$ cat config.mk
export PLATFORM = sky130hd
export DESIGN_NAME = uart_tx8_flat
export DESIGN_NICKNAME = d
export VERILOG_FILES = /design/src/rtl/uart_pkg.sv /design/src/rtl/uart_tx8_if.sv /design/src/rtl/uart_baud_tick.sv /design/src/rtl/uart_tx8.sv /design/src/flat_wrapper.sv
export SDC_FILE = /design/constraint.sdc
export NUM_CORES = 1
export LEC_CHECK = 0
export CELL_PAD_IN_SITES_DETAIL_PLACEMENT = 0
export CELL_PAD_IN_SITES_GLOBAL_PLACEMENT = 1
export CORE_ASPECT_RATIO = 1.1
export CORE_MARGIN = 2
export CORE_UTILIZATION = 44
export CTS_CLUSTER_DIAMETER = 40
export DETAILED_ROUTE_END_ITERATION = 10
export GPL_TIMING_DRIVEN = 0
export PLACE_DENSITY = 0.8
export SYNTH_ARGS = -nofsm -noshare
export SYNTH_HDL_FRONTEND = slang
export SYNTH_SLANG_ARGS = --single-unit
$ cat constraint.sdc
create_clock -name clk -period 2.8 [get_ports clk]
set_clock_uncertainty 0.05 [all_clocks]
set_input_delay 0.56 -clock clk [delete_from_list [all_inputs] [get_ports clk]]
set_output_delay 0.56 -clock clk [all_outputs]
set_load 0.02 [all_outputs]
$ cat src/rtl/uart_pkg.sv
// Shared UART definitions: state encoding, parity modes, frame length and parity helpers.
package uart_pkg;

  typedef enum logic [2:0] {
    IDLE,
    START,
    DATA,
    PARITY,
    STOP
  } uart_state_t;

  localparam int PAR_NONE = 0;
  localparam int PAR_EVEN = 1;
  localparam int PAR_ODD  = 2;

  // Unknown parity codes fall back to no parity bit.
  function automatic int eff_parity(input int parity);
    return (parity == PAR_EVEN || parity == PAR_ODD) ? parity : PAR_NONE;
  endfunction

  function automatic int clamp_stop_bits(input int stop_bits);
    if (stop_bits < 1) return 1;
    if (stop_bits > 2) return 2;
    return stop_bits;
  endfunction

  // Line bits per frame: start + 8 data + optional parity + stop bits.
  function automatic int frame_bits(input int parity, input int stop_bits);
    return 9 + ((eff_parity(parity) != PAR_NONE) ? 1 : 0) + clamp_stop_bits(stop_bits);
  endfunction

  // Chain of two-input XOR gates, bit 0 through bit 7.
  function automatic logic xor8(input logic [7:0] d);
    logic acc;
    acc = 1'b0;
    for (int i = 0; i < 8; i++) begin
      acc = acc ^ d[i];
    end
    return acc;
  endfunction

  function automatic logic parity_bit(input logic [7:0] d, input int parity);
    return (eff_parity(parity) == PAR_ODD) ? ~xor8(d) : xor8(d);
  endfunction

endpackage

$ cat src/rtl/uart_tx8_if.sv
// Byte-load handshake and serial line of the 8-bit UART transmitter.
interface uart_tx8_if;
  logic [7:0] data;
  logic       load;
  logic       ready;
  logic       busy;
  logic       tx;

  modport master (
    output data,
    output load,
    input  ready,
    input  busy,
    input  tx
  );

  modport slave (
    input  data,
    input  load,
    output ready,
    output busy,
    output tx
  );
endinterface

$ cat src/rtl/uart_baud_tick.sv
// Modulo-CLKS_PER_BIT bit-period counter; bit_done marks the last cycle of each line bit.
module uart_baud_tick #(
  parameter int CLKS_PER_BIT = 16
) (
  input  logic clk,
  input  logic reset_n,
  input  logic clear,
  output logic bit_done
);

  localparam int CW = $clog2(CLKS_PER_BIT);
  localparam logic [CW-1:0] LAST = CW'(CLKS_PER_BIT - 1);

  logic [CW-1:0] count_reg;
  logic [CW-1:0] count_next;

  always_comb begin
    count_next = count_reg + 1'b1;
    if (clear || count_reg == LAST) begin
      count_next = '0;
    end
  end

  always_ff @(posedge clk) begin
    if (!reset_n) begin
      count_reg <= '0;
    end else begin
      count_reg <= count_next;
    end
  end

  assign bit_done = (count_reg == LAST) && !clear;

endmodule

$ cat src/rtl/uart_tx8.sv
// 8-bit UART transmitter: start, LSB-first data, optional parity, 1 or 2 stop bits.
module uart_tx8
  import uart_pkg::*;
#(
  parameter int CLKS_PER_BIT = 16,
  parameter int PARITY       = 1,
  parameter int STOP_BITS    = 1
) (
  input logic       clk,
  input logic       reset_n,
  uart_tx8_if.slave bus
);

  localparam int   PAR_MODE  = eff_parity(PARITY);
  localparam int   N_STOP    = clamp_stop_bits(STOP_BITS);
  localparam logic LAST_STOP = (N_STOP == 2) ? 1'b1 : 1'b0;

  uart_state_t state_reg, state_next;
  logic [7:0]  shift_reg, shift_next;
  logic [2:0]  idx_reg, idx_next;
  logic        par_reg, par_next;
  logic        stop_reg, stop_next;
  logic        tx_reg, tx_next;
  logic        ready_reg, ready_next;
  logic        bit_done;

  // The counter is held at zero while idle so the start bit gets a full period.
  uart_baud_tick #(
    .CLKS_PER_BIT(CLKS_PER_BIT)
  ) u_baud (
    .clk     (clk),
    .reset_n (reset_n),
    .clear   (state_reg == IDLE),
    .bit_done(bit_done)
  );

  always_ff @(posedge clk) begin
    if (!reset_n) begin
      state_reg <= IDLE;
      shift_reg <= '0;
      idx_reg   <= '0;
      par_reg   <= 1'b0;
      stop_reg  <= 1'b0;
      tx_reg    <= 1'b1;
      ready_reg <= 1'b1;
    end else begin
      state_reg <= state_next;
      shift_reg <= shift_next;
      idx_reg   <= idx_next;
      par_reg   <= par_next;
      stop_reg  <= stop_next;
      tx_reg    <= tx_next;
      ready_reg <= ready_next;
    end
  end

  // tx_next is the level of the bit entered on this edge, keeping tx a plain register.
  always_comb begin
    state_next = state_reg;
    shift_next = shift_reg;
    idx_next   = idx_reg;
    par_next   = par_reg;
    stop_next  = stop_reg;
    tx_next    = tx_reg;
    ready_next = ready_reg;
    unique case (state_reg)
      IDLE: begin
        tx_next    = 1'b1;
        ready_next = 1'b1;
        if (bus.load && ready_reg) begin
          shift_next = bus.data;
          par_next   = parity_bit(bus.data, PAR_MODE);
          idx_next   = '0;
          stop_next  = 1'b0;
          state_next = START;
          tx_next    = 1'b0;
          ready_next = 1'b0;
        end
      end
      START: begin
        if (bit_done) begin
          state_next = DATA;
          tx_next    = shift_reg[0];
          shift_next = {1'b0, shift_reg[7:1]};
        end
      end
      DATA: begin
        if (bit_done) begin
          idx_next = idx_reg + 3'd1;
          if (idx_reg == 3'd7) begin
            if (PAR_MODE != PAR_NONE) begin
              state_next = uart_pkg::PARITY;
              tx_next    = par_reg;
            end else begin
              state_next = STOP;
              tx_next    = 1'b1;
            end
          end else begin
            tx_next    = shift_reg[0];
            shift_next = {1'b0, shift_reg[7:1]};
          end
        end
      end
      uart_pkg::PARITY: begin
        if (bit_done) begin
          state_next = STOP;
          tx_next    = 1'b1;
        end
      end
      STOP: begin
        if (bit_done) begin
          tx_next = 1'b1;
          if (stop_reg == LAST_STOP) begin
            state_next = IDLE;
            ready_next = 1'b1;
          end else begin
            stop_next = stop_reg + 1'b1;
          end
        end
      end
      default: begin
        state_next = IDLE;
        tx_next    = 1'b1;
        ready_next = 1'b1;
      end
    endcase
  end

  assign bus.tx    = tx_reg;
  assign bus.ready = ready_reg;
  assign bus.busy  = ~ready_reg;

  always_ff @(posedge clk) begin
    if (!reset_n) begin
      assert (PARITY == PAR_NONE || PARITY == PAR_EVEN || PARITY == PAR_ODD)
        else $error("uart_tx8: PARITY=%0d is not 0..2, treated as none", PARITY);
      assert (STOP_BITS == 1 || STOP_BITS == 2)
        else $error("uart_tx8: STOP_BITS=%0d clamped to 1..2", STOP_BITS);
    end
  end

endmodule
$ cat src/flat_wrapper.sv
// flat-port wrapper written by rule: the top's interface ports become plain ports
module uart_tx8_flat import uart_pkg::*;
#(
  parameter int CLKS_PER_BIT = 16,
  parameter int PARITY       = 1,
  parameter int STOP_BITS    = 1
)
  (clk, reset_n, bus_data, bus_load, bus_ready, bus_busy, bus_tx);
  uart_tx8_if bus_i ();
  input logic clk;
  input logic reset_n;
  input wire logic [$bits(bus_i.data)-1:0] bus_data;
  input wire logic [$bits(bus_i.load)-1:0] bus_load;
  output wire logic [$bits(bus_i.ready)-1:0] bus_ready;
  output wire logic [$bits(bus_i.busy)-1:0] bus_busy;
  output wire logic [$bits(bus_i.tx)-1:0] bus_tx;
  assign bus_i.data = bus_data;
  assign bus_i.load = bus_load;
  assign bus_ready = bus_i.ready;
  assign bus_busy = bus_i.busy;
  assign bus_tx = bus_i.tx;
  uart_tx8 #(.CLKS_PER_BIT(CLKS_PER_BIT), .PARITY(PARITY), .STOP_BITS(STOP_BITS)) u_core (.clk(clk), .reset_n(reset_n), .bus(bus_i));
endmodule
==> results of run 1 <==
==> per-stage QoR <==
stage	utilization, %	worst slack, ps
6_report	53.3	827
3_3_place_gp	52.2	688
5_1_grt	53.3	757
3_5_place_dp	52.2	684
4_1_cts	53.3	812
2_1_floorplan	-	1200
==> logic make-up after synthesis <==
kind of cell,after synthesis,share of synthesized area (%)
compound gates,31,18.4
fa+ha+maj,3,3.38
mux,9,8.23
simple gates,36,18.2
buf+inv,9,4.62
xor+xnor,11,9.36
flops,21,37.9
==> layout make-up <==
type / instances / area, um^2
Buffer: 6 / 40.0
Clock buffer: 3 / 22.5
Clock inverter: 1 / 5.00
Fill cell: 241 / 1140
Inverter: 3 / 11.3
Multi-Input combinational cell: 90 / 638
Sequential cell: 21 / 420
Tap cell: 31 / 38.8
Timing Repair Buffer: 13 / 130
==> per-layer routing <==
layer	routed length [um]	share of wire (%)	vias to the layer above
met4	17	0.76	0
met2	1100	49	12
met1	1050	47	426
met5	0	0	-
met3	68	3.0	2
li1	-	-	475
==> worst paths after layout <==
check | from | endpoint | slack (ps) | depth (start not counted)
setup / recovery | u_core.bus.ready | bus_ready | 830 | 1
setup reg to reg | u_core.u_baud.count_reg[0] | u_core.shift_reg[7] | 1040 | 6
hold reg to reg | u_core.u_baud.count_reg[0] | u_core.u_baud.count_reg[0] | 410 | 1
hold / removal | u_core.u_baud.count_reg[0] | u_core.u_baud.count_reg[0] | 410 | 1
==> power by group <==
group | switching (mW) | leakage, nW | internal, mW
registers | 0.0132 | 0.172 | 0.320
clock network | 0.0953 | 0.0177 | 0.0532
logic | 0.0715 | 0.310 | 0.0727
total | 0.180 | 0.500 | 0.446
==> synth_stat cells, types with 2 or more instances <==
cell and count:
sky130_fd_sc_hd__mux2i_1 8, sky130_fd_sc_hd__inv_1 3, sky130_fd_sc_hd__nand2_1 8, sky130_fd_sc_hd__nand4b_1 2, sky130_fd_sc_hd__buf_4 2, sky130_fd_sc_hd__o21ai_0 5, sky130_fd_sc_hd__nor2_1 9, sky130_fd_sc_hd__xor2_1 2
sky130_fd_sc_hd__ha_1 3, sky130_fd_sc_hd__a311oi_1 8, sky130_fd_sc_hd__dfxtp_1 21, sky130_fd_sc_hd__and3_1 2, sky130_fd_sc_hd__xnor2_1 8, sky130_fd_sc_hd__buf_2 2, sky130_fd_sc_hd__nand3_1 6, sky130_fd_sc_hd__a21oi_1 12
==> layout by cell type (no fill, tap or decap), drive strengths merged, types with 2 or more instances in the layout <==
cell type | Yosys | final
inv | 3 | 3
a21oi | 13 | 13
clkdlybuf4s50 | 0 | 13
a311oi | 8 | 8
xor2 | 2 | 2
nand4b | 2 | 2
mux2i | 8 | 8
nand2 | 8 | 8
nand3 | 6 | 6
and3 | 2 | 2
clkbuf | 1 | 4
dfxtp | 21 | 21
buf | 5 | 5
o21ai | 5 | 5
xnor2 | 9 | 9
ha | 3 | 3
nor2 | 10 | 10
==> worst register-to-register path: stages (launching register included) <==
cell and delay [ps]:
sky130_fd_sc_hd__dfxtp_1 350, sky130_fd_sc_hd__ha_1 250, sky130_fd_sc_hd__and3_1 260, sky130_fd_sc_hd__a211o_2 380, sky130_fd_sc_hd__buf_6 160, sky130_fd_sc_hd__nand2_1 80
sky130_fd_sc_hd__mux2i_1 170
==> results.rst, run 1 <==
.. list-table::
   :header-rows: 1

   * - Metric
     - Value
   * - Cell variety after synth
     - 35
   * - Number of standard cells after synthesis
     - 120
   * - Clock buffers created by TritonCTS
     - 3
   * - Clock network latency to the later pin of the worst-skew pair
     - 300 ps
   * - Relative slew margins
     - 69.7%
   * - Worst-path cell with the longest stage delay
     - sky130_fd_sc_hd__clkdlybuf4s50_1
   * - Critical-path cell list
     - clkdlybuf4s50_1
   * - Max Cap Violations
     - 0
   * - Largest voltage drop on the vdd net
     - 0.351 mV
   * - Wire length of the first global-routing pass
     - 3950 um
   * - Routing usage on met2
     - 30.0%
   * - Dominant delay contributor by cell family on the critical path
     - buffers and inverters
   * - Global-route layer with the greatest usage
     - met2
   * - Final Hold Vio Count
     - 0
   * - Area growth from synthesis to final layout
     - 17.7%
   * - Number of buffers between clock root and the deepest sink
     - 2
   * - Syn Nets
     - 134
   * - Number of global-route vias before repair
     - 890
   * - Stage delay of the slowest cell on the critical path
     - 630 ps
   * - Leak Pwr
     - 0.500 nW
   * - Total power draw
     - 0.626 mW
   * - Detailed placement HPWL
     - 1690 um
   * - Power per standard cell area
     - 479 nW/um^2
   * - Die Footprint
     - 2940 um^2
   * - Met1 routing resource usage after global routing
     - 21.4%
   * - Maximum fanout along the worst path
     - 6
   * - Total congestion overflow
     - 0
   * - Cell Rows
     - 19
   * - Startpoint type of the worst setup path
     - flop
   * - Clock transition at the registers of the reported paths
     - 120 ps
   * - Starting density of the core
     - 45.3%
   * - Type of destination of the critical path
     - output port
   * - Number of cells in the design after placement
     - 164
   * - Sum Neg Setup Slack
     - 0 ps
   * - Worst min path class
     - flop to flop
   * - Category of the most critical setup path
     - flop to output port
   * - Synth top area cells
     - sky130_fd_sc_hd__dfxtp_1 38%, sky130_fd_sc_hd__mux2i_1 7.2%, sky130_fd_sc_hd__a311oi_1 6.3%, sky130_fd_sc_hd__xnor2_1 6.3%, sky130_fd_sc_hd__a21oi_1 5.4%
   * - Antenna Diode Count
     - 0
   * - Max Clock Freq
     - 507 MHz
   * - Core area
     - 2450 um^2
   * - Met3 global-route usage
     - 2.39%
   * - Unrepaired setup endpoints after global routing
     - no
   * - Violation count after the first detailed-route iteration
     - 4
   * - Flip-flop count of the largest register after layout
     - 8
   * - Maximum number of pins on one net before global-route repair
     - 13
   * - Die height
     - 56.7 um
   * - Ports placed on the boundary
     - 14
   * - Count of hold-fix buffers inserted at cts
     - 0
   * - Antenna violations before repair
     - 0
   * - Clock tree from TritonCTS
     - yes
   * - Post-CTS Setup Repair Bufs
     - 0
   * - First drt pass iteration count
     - 4
   * - Clock root cell
     - sky130_fd_sc_hd__clkbuf_4
   * - Share of synthesized flip-flops with an asynchronous set or reset
     - 0%
   * - Post-layout net count
     - 152
   * - Die width
     - 51.9 um
   * - Number of buffers added on ports
     - 13
   * - Overall global routing resource usage
     - 17.4%
   * - Total of warnings raised by yosys
     - 0
   * - Sequential-to-total area share from yosys stat
     - 37.9%
   * - Post-route antenna net violation count
     - 0
   * - DRC violation count after routing
     - 0
   * - Clock sink count
     - 21
   * - Clock H-tree levels
     - 1
   * - Clock period minus final worst setup slack
     - 1970 ps
   * - Critical Path RT
     - 2190 ps
   * - Number of buffers and inverters on the critical path
     - 1
   * - Register bit count reported by yosys
     - 21
   * - Summed area of non-filler cells in the final layout
     - 1310 um^2
   * - Total via count in the routed design
     - 915
   * - Final Non-Filler Cells
     - 168
   * - Most frequently used flop master after synthesis
     - sky130_fd_sc_hd__dfxtp_1
   * - Via density per instance
     - 5.45
   * - Total detailed-routing wirelength
     - 2230 um
   * - Number of setup violations in the final report
     - 0
   * - Last weighted congestion value of the routability-driven placer
     - 0.792
   * - Result of the run
     - finished, final reports clean
   * - Detail-routed net length per standard cell
     - 13.3 um
   * - Number of synthesized flops with an enable pin
     - 0
   * - Worst hold-check slack
     - 410 ps
   * - Post-synthesis cell type with the largest combined area
     - sky130_fd_sc_hd__dfxtp_1
   * - Signal arrival time at the worst endpoint
     - 1360 ps
   * - Max-slew violations
     - 0
   * - Share of the clock period used by the worst path
     - 70.5%
   * - Number of resized instances in the post-cts repair step
     - 0
   * - Synth Cell Area
     - 1110 um^2
   * - Syn Area/Cell
     - 9.25 um^2
   * - Fraction of post-synthesis cell area in the top cell type by area
     - 37.9%
   * - Placed cell areas
     - 1280 um^2
   * - Fraction of layout instances using a drive strength above 1
     - 10.2%
   * - Measured slew at the worst slew-check pin
     - 454 ps
Note: power is estimated with default switching activity, not from simulation.
==> inputs of run 2 (changes only) <==
CORE_UTILIZATION = 37   (was 44)
PLACE_DENSITY = 0.72   (was 0.8)
clock period = 1.7 ns   (was 2.8 ns; I/O delays follow)
==> run 2 against run 1 <==
Critical path depth increased by 5. Die area increased by 17%. Worst hold slack got worse by 36 ps. Critical path type is now flop to flop.
==> results.rst, run 2 (synthesis results as in run 1) <==
.. list-table::
   :header-rows: 1

   * - Metric
     - Value
   * - Post-layout net count
     - 154
   * - Detail-routed net length per standard cell
     - 14.1 um
   * - Critical Path RT
     - 1830 ps
   * - Clock network latency to the later pin of the worst-skew pair
     - 310 ps
   * - Post-route antenna net violation count
     - 0
   * - Core area
     - 2800 um^2
   * - Total detailed-routing wirelength
     - 2430 um
   * - Number of buffers between clock root and the deepest sink
     - 2
   * - Measured slew at the worst slew-check pin
     - 541 ps
   * - Clock tree from TritonCTS
     - yes
   * - Critical-path cell list
     - ha_2 -> and3_4 -> a211o_4 -> buf_6 -> a21oi_1 -> a311oi_2
   * - Number of buffers added on ports
     - 13
   * - First drt pass iteration count
     - 4
   * - Starting density of the core
     - 39.6%
   * - DRC violation count after routing
     - 0
   * - Max Cap Violations
     - 0
   * - Startpoint type of the worst setup path
     - flop
   * - Die height
     - 61.4 um
   * - Antenna Diode Count
     - 0
   * - Number of setup violations in the final report
     - 0
   * - Clock transition at the registers of the reported paths
     - 130 ps
   * - Most frequent cells in the layout
     - 18 x sky130_fd_sc_hd__dfxtp_1, 12 x sky130_fd_sc_hd__a21oi_1, 11 x sky130_fd_sc_hd__clkdlybuf4s50_1
   * - Last weighted congestion value of the routability-driven placer
     - 0.778
   * - Worst min path class
     - flop to flop
   * - Number of global-route vias before repair
     - 896
   * - Area growth from synthesis to final layout
     - 25.3%
   * - Unrepaired setup endpoints after global routing
     - yes
   * - Max-slew violations
     - 0
   * - Result of the run
     - finished, final reports clean
   * - Stage delay of the slowest cell on the critical path
     - 360 ps
   * - Largest voltage drop on the vdd net
     - 0.496 mV
   * - Count of hold-fix buffers inserted at cts
     - 0
   * - Worst-path cell with the longest stage delay
     - sky130_fd_sc_hd__a211o_4
   * - Antenna violations before repair
     - 0
   * - Maximum fanout along the worst path
     - 10
   * - Power per standard cell area
     - 762 nW/um^2
   * - Relative slew margins
     - 63.9%
   * - Overall global routing resource usage
     - 15.0%
   * - Type of destination of the critical path
     - flop
   * - Sum Neg Setup Slack
     - 0 ps
   * - Clock sink count
     - 21
   * - Ports placed on the boundary
     - 14
   * - Cell Rows
     - 20
   * - Total via count in the routed design
     - 940
   * - Violation count after the first detailed-route iteration
     - 11
   * - Via density per instance
     - 5.47
   * - Total congestion overflow
     - 0
   * - Number of cells in the design after placement
     - 166
   * - Die Footprint
     - 3450 um^2
   * - Maximum number of pins on one net before global-route repair
     - 13
   * - Signal arrival time at the worst endpoint
     - 1830 ps
   * - Leak Pwr
     - 0.511 nW
   * - Final Hold Vio Count
     - 0
   * - Clock root cell
     - sky130_fd_sc_hd__clkbuf_4
   * - Leading cell type in the layout, fill and taps excluded
     - sky130_fd_sc_hd__dfxtp_1
   * - Share of the clock period used by the worst path
     - 99.9%
   * - Category of the most critical setup path
     - flop to flop
   * - Final Non-Filler Cells
     - 172
   * - Clock H-tree levels
     - 1
   * - Clock period minus final worst setup slack
     - 1700 ps
   * - Flip-flop count of the largest register after layout
     - 8
   * - Wire length of the first global-routing pass
     - 4000 um
   * - Detailed placement HPWL
     - 1770 um
   * - Clock buffers created by TritonCTS
     - 3
   * - Max Clock Freq
     - 589 MHz
   * - Die width
     - 56.2 um
   * - Fraction of layout instances using a drive strength above 1
     - 18.7%
run 2: worst max-delay path, delay by kind of cell, from the launching register on:
kind                     cells  cell delay, ps
AO/OA/AOI/OAI                3             600
adder cells (fa/ha/maj)      1             210
buffers and inverters        1             150
flip-flops                   1             350
AND/OR/NAND/NOR              1             210
run 2: per-layer routing:
metal | vias to the layer above | wire length (um) | global-route usage (%)
li1 | 478 | - | -
met1 | 449 | 1170 | 20.7
met2 | 9 | 1170 | 24.0
met3 | 4 | 58 | 1.89
met4 | 0 | 29 | 6.12
met5 | - | 0 | 0
run 2: cell type report:
type,count,area [um^2]
multi-input cells,90,691
inverters,3,11.3
flip-flops and latches,21,424
repair buffers,15,155
plain buffers,6,40.0
fillers,280,1410
clock inverters,1,5.00
clock buffers,3,22.5
well taps,33,41.3
run 2: timing repair:
| action | CTS | global route |
|---|---|---|
| endpoints found under the setup margin | 10 | 7 |
| buffers inserted | 2 | 0 |
| gates resized for setup | 9 | 7 |
| pin swaps | 2 | 2 |
run 2: final timing paths:
| check | startpoint | endpoint | slack [ps] | depth (start not counted) |
|---|---|---|---|---|
| worst max-delay path | u_core.u_baud.count_reg[0] | u_core.shift_reg[3] | 0.9 | 6 |
| worst min-delay path | u_core.u_baud.count_reg[0] | u_core.u_baud.count_reg[0] | 370 | 1 |
| worst max register to register | u_core.u_baud.count_reg[0] | u_core.shift_reg[3] | 0.9 | 6 |
| worst min register to register | u_core.u_baud.count_reg[0] | u_core.u_baud.count_reg[0] | 370 | 1 |
run 2: power breakdown:
part | internal, mW | switching, mW
Clock | 0.0878 | 0.156
Sequential | 0.527 | 0.0206
Combinational | 0.136 | 0.132
run 2: per-stage QoR:
stage | hold WS, ps | total power [mW] | utilization (%) | instance area, um^2 | worst slack [ps]
after floorplan | 352 | 0.721 | - | 1110 | 101
after global placement | 384 | 0.796 | 45.7 | 1280 | -178
after detailed placement | 386 | 0.800 | 45.7 | 1280 | -216
after CTS | 415 | 1.07 | 48.6 | 1360 | 25.4
after global routing | 398 | 1.12 | 49.6 | 1390 | -62.1
final | 374 | 1.06 | 49.6 | 1390 | 0.893
==> inputs of run 3 (changes only) <==
CORE_ASPECT_RATIO = 0.75   (was 1.1)
==> run 3 against run 2 <==
Wire length up 2.1%. Non-clock buffer count down 1. Design area up 3.3%. Clock power up 32%. Global-route usage up 0.96 points.
==> results.rst, run 3 (synthesis results as in run 1) <==
.. list-table::
   :header-rows: 1

   * - Metric
     - Value
   * - Result of the run
     - finished, final reports clean
   * - Fraction of layout instances using a drive strength above 1
     - 20.3%
   * - Final Non-Filler Cells
     - 176
   * - Clock H-tree levels
     - 1
   * - Worst setup slack for register-to-register paths
     - 60 ps
   * - Total detailed-routing wirelength
     - 2480 um
   * - Critical Path RT
     - 1770 ps
   * - Clock root cell
     - sky130_fd_sc_hd__clkbuf_8
   * - Reg area
     - 423 um^2
   * - Flip-flop count of the largest register after layout
     - 8
   * - Most frequent cells in the layout
     - 19 x sky130_fd_sc_hd__dfxtp_1, 11 x sky130_fd_sc_hd__clkdlybuf4s50_1, 10 x sky130_fd_sc_hd__a21oi_1
   * - Number of setup violations in the final report
     - 0
   * - Power per standard cell area
     - 797 nW/um^2
   * - Antenna Diode Count
     - 0
   * - Total congestion overflow
     - 0
   * - DRC violation count after routing
     - 0
   * - Startpoint type of the worst setup path
     - flop
   * - Total via count in the routed design
     - 942
   * - Count of filler cells inserted in the layout
     - 284
   * - Antenna violations before repair
     - 0
   * - Clock network latency to the later pin of the worst-skew pair
     - 260 ps
   * - Die width
     - 67.2 um
   * - First drt pass iteration count
     - 6
   * - Number of buffers between clock root and the deepest sink
     - 2
   * - Category of the most critical setup path
     - flop to flop
   * - Core area
     - 2890 um^2
   * - Final Hold Vio Count
     - 0
   * - Die height
     - 51.4 um
   * - Detail-routed net length per standard cell
     - 14.1 um
   * - Max Clock Freq
     - 611 MHz
   * - Violation count after the first detailed-route iteration
     - 66
   * - Type of destination of the critical path
     - flop
   * - Hold wc startpoint
     - u_core.idx_reg[1]
   * - Worst Hold Depth
     - 2
   * - Max-slew violations
     - 0
   * - Share of the core filled with cells in the final layout
     - 49.7%
   * - Post-layout net count
     - 153
   * - Signal arrival time at the worst endpoint
     - 1710 ps
   * - Leak Pwr
     - 0.526 nW
   * - Measured slew at the worst slew-check pin
     - 612 ps
   * - Detailed placement HPWL
     - 1780 um
   * - Clock buffers created by TritonCTS
     - 3
   * - Clock tree from TritonCTS
     - yes
   * - Total area of multi-input combinational cells
     - 727 um^2
   * - Worst min path class
     - flop to flop
   * - Share of the clock period used by the worst path
     - 96.3%
   * - Overall global routing resource usage
     - 15.9%
   * - Reg2Reg Launch Point
     - u_core.u_baud.count_reg[0]
   * - Area growth from synthesis to final layout
     - 29.4%
   * - Post-route antenna net violation count
     - 0
   * - FF-to-FF End
     - u_core.shift_reg[4]
   * - Unrepaired setup endpoints after global routing
     - no
   * - Max Cap Violations
     - 0
   * - Clock period minus final worst setup slack
     - 1640 ps
   * - Number of cells traversed by the worst register-to-register path
     - 6
   * - Relative slew margins
     - 59.2%
   * - Via density per instance
     - 5.35
   * - Number of global-route vias before repair
     - 899
   * - Worst hold-check slack
     - 410 ps
   * - Last weighted congestion value of the routability-driven placer
     - 0.759
   * - Cell Rows
     - 17
   * - Leading cell type in the layout, fill and taps excluded
     - sky130_fd_sc_hd__dfxtp_1
   * - Starting density of the core
     - 38.4%
   * - Die Footprint
     - 3460 um^2
   * - Wire length of the first global-routing pass
     - 4080 um
   * - Total power draw
     - 1.14 mW
   * - Sum Neg Setup Slack
     - 0 ps
   * - Hold Crit Endpoint
     - u_core.idx_reg[1]
   * - Clock transition at the registers of the reported paths
     - 70 ps
   * - Maximum fanout along the worst path
     - 10
   * - Ports placed on the boundary
     - 14
   * - Number of cells in the design after placement
     - 171
   * - Largest voltage drop on the vdd net
     - 0.461 mV
   * - Clock sink count
     - 21
   * - Number of buffers added on ports
     - 13
   * - Maximum number of pins on one net before global-route repair
     - 12
-- run 3: changes by cell type in the layout (fill, tap and decap cells not counted), moves of 2 or more --
cell | previous run | this run
sky130_fd_sc_hd__a21oi_1 | 12 | 10
sky130_fd_sc_hd__a21oi_2 | 0 | 2
sky130_fd_sc_hd__a311oi_1 | 6 | 3
sky130_fd_sc_hd__a311oi_2 | 2 | 5
sky130_fd_sc_hd__clkbuf_4 | 3 | 0
sky130_fd_sc_hd__clkbuf_8 | 0 | 3
sky130_fd_sc_hd__dlygate4sd2_1 | 2 | 0
sky130_fd_sc_hd__dlymetal6s2s_1 | 0 | 2
-- run 3: worst max path at each step --
stage / end / cells past startpoint / slack (ps) / startpoint
finish: u_core.shift_reg[4] / 6 / 60 / u_core.u_baud.count_reg[0]
global route: u_core.shift_reg[7] / 7 / 8 / u_core.idx_reg[0]
CTS: bus_ready / 1 / 6 / u_core.bus.ready
detailed placement: u_core.shift_reg[6] / 5 / -210 / bus_load
global placement: u_core.shift_reg[4] / 6 / -190 / bus_load
floorplan: u_core.shift_reg[3] / 6 / 100 / u_core.u_baud.count_reg[0]
-- run 3: what timing repair did --
action / 4_1_cts / 5_1_grt
endpoints found under the setup margin: 8 / 10
gates resized for setup: 8 / 13
buffers inserted: 1 / 0
hold buffers: 0 / 0
gates cloned: 0 / 0
pin swaps: 1 / 3
-- run 3: per-layer routing --
layer	wire length [um]	GRT usage, %	vias to the layer above
met2	1090	23.9	9
met5	0	0	-
met3	73	5.29	0
li1	-	-	478
met4	0	2.04	0
met1	1320	22.6	455
-- run 3: layout make-up --
type,count,share of cell area (%)
buffer,6,2.79
clock buffer,4,3.14
inverter,3,0.784
multi-input combinational,90,50.6
sequential,21,29.4
tap,38,3.31
timing repair buffer,14,9.93
-- run 3: worst max-delay path, cell delays in order, from the launching register on --
cell	delay (ps)
sky130_fd_sc_hd__dfxtp_1	350
sky130_fd_sc_hd__ha_4	190
sky130_fd_sc_hd__and3_4	200
sky130_fd_sc_hd__a211o_4	360
sky130_fd_sc_hd__buf_6	160
sky130_fd_sc_hd__a21oi_2	130
sky130_fd_sc_hd__a311oi_2	50
-- run 3: where the power goes --
group	switching, mW	internal [mW]
Clock	0.157	0.167
Combinational	0.137	0.135
Sequential	0.0230	0.527
-- run 3: through the flow --
stage / setup slack [ps] / instance area, um^2
finish: 63.6 / 1440
global route: 8.06 / 1440
CTS: 6.29 / 1370
detailed placement: -212 / 1290
global placement: -193 / 1290
floorplan: 101 / 1110
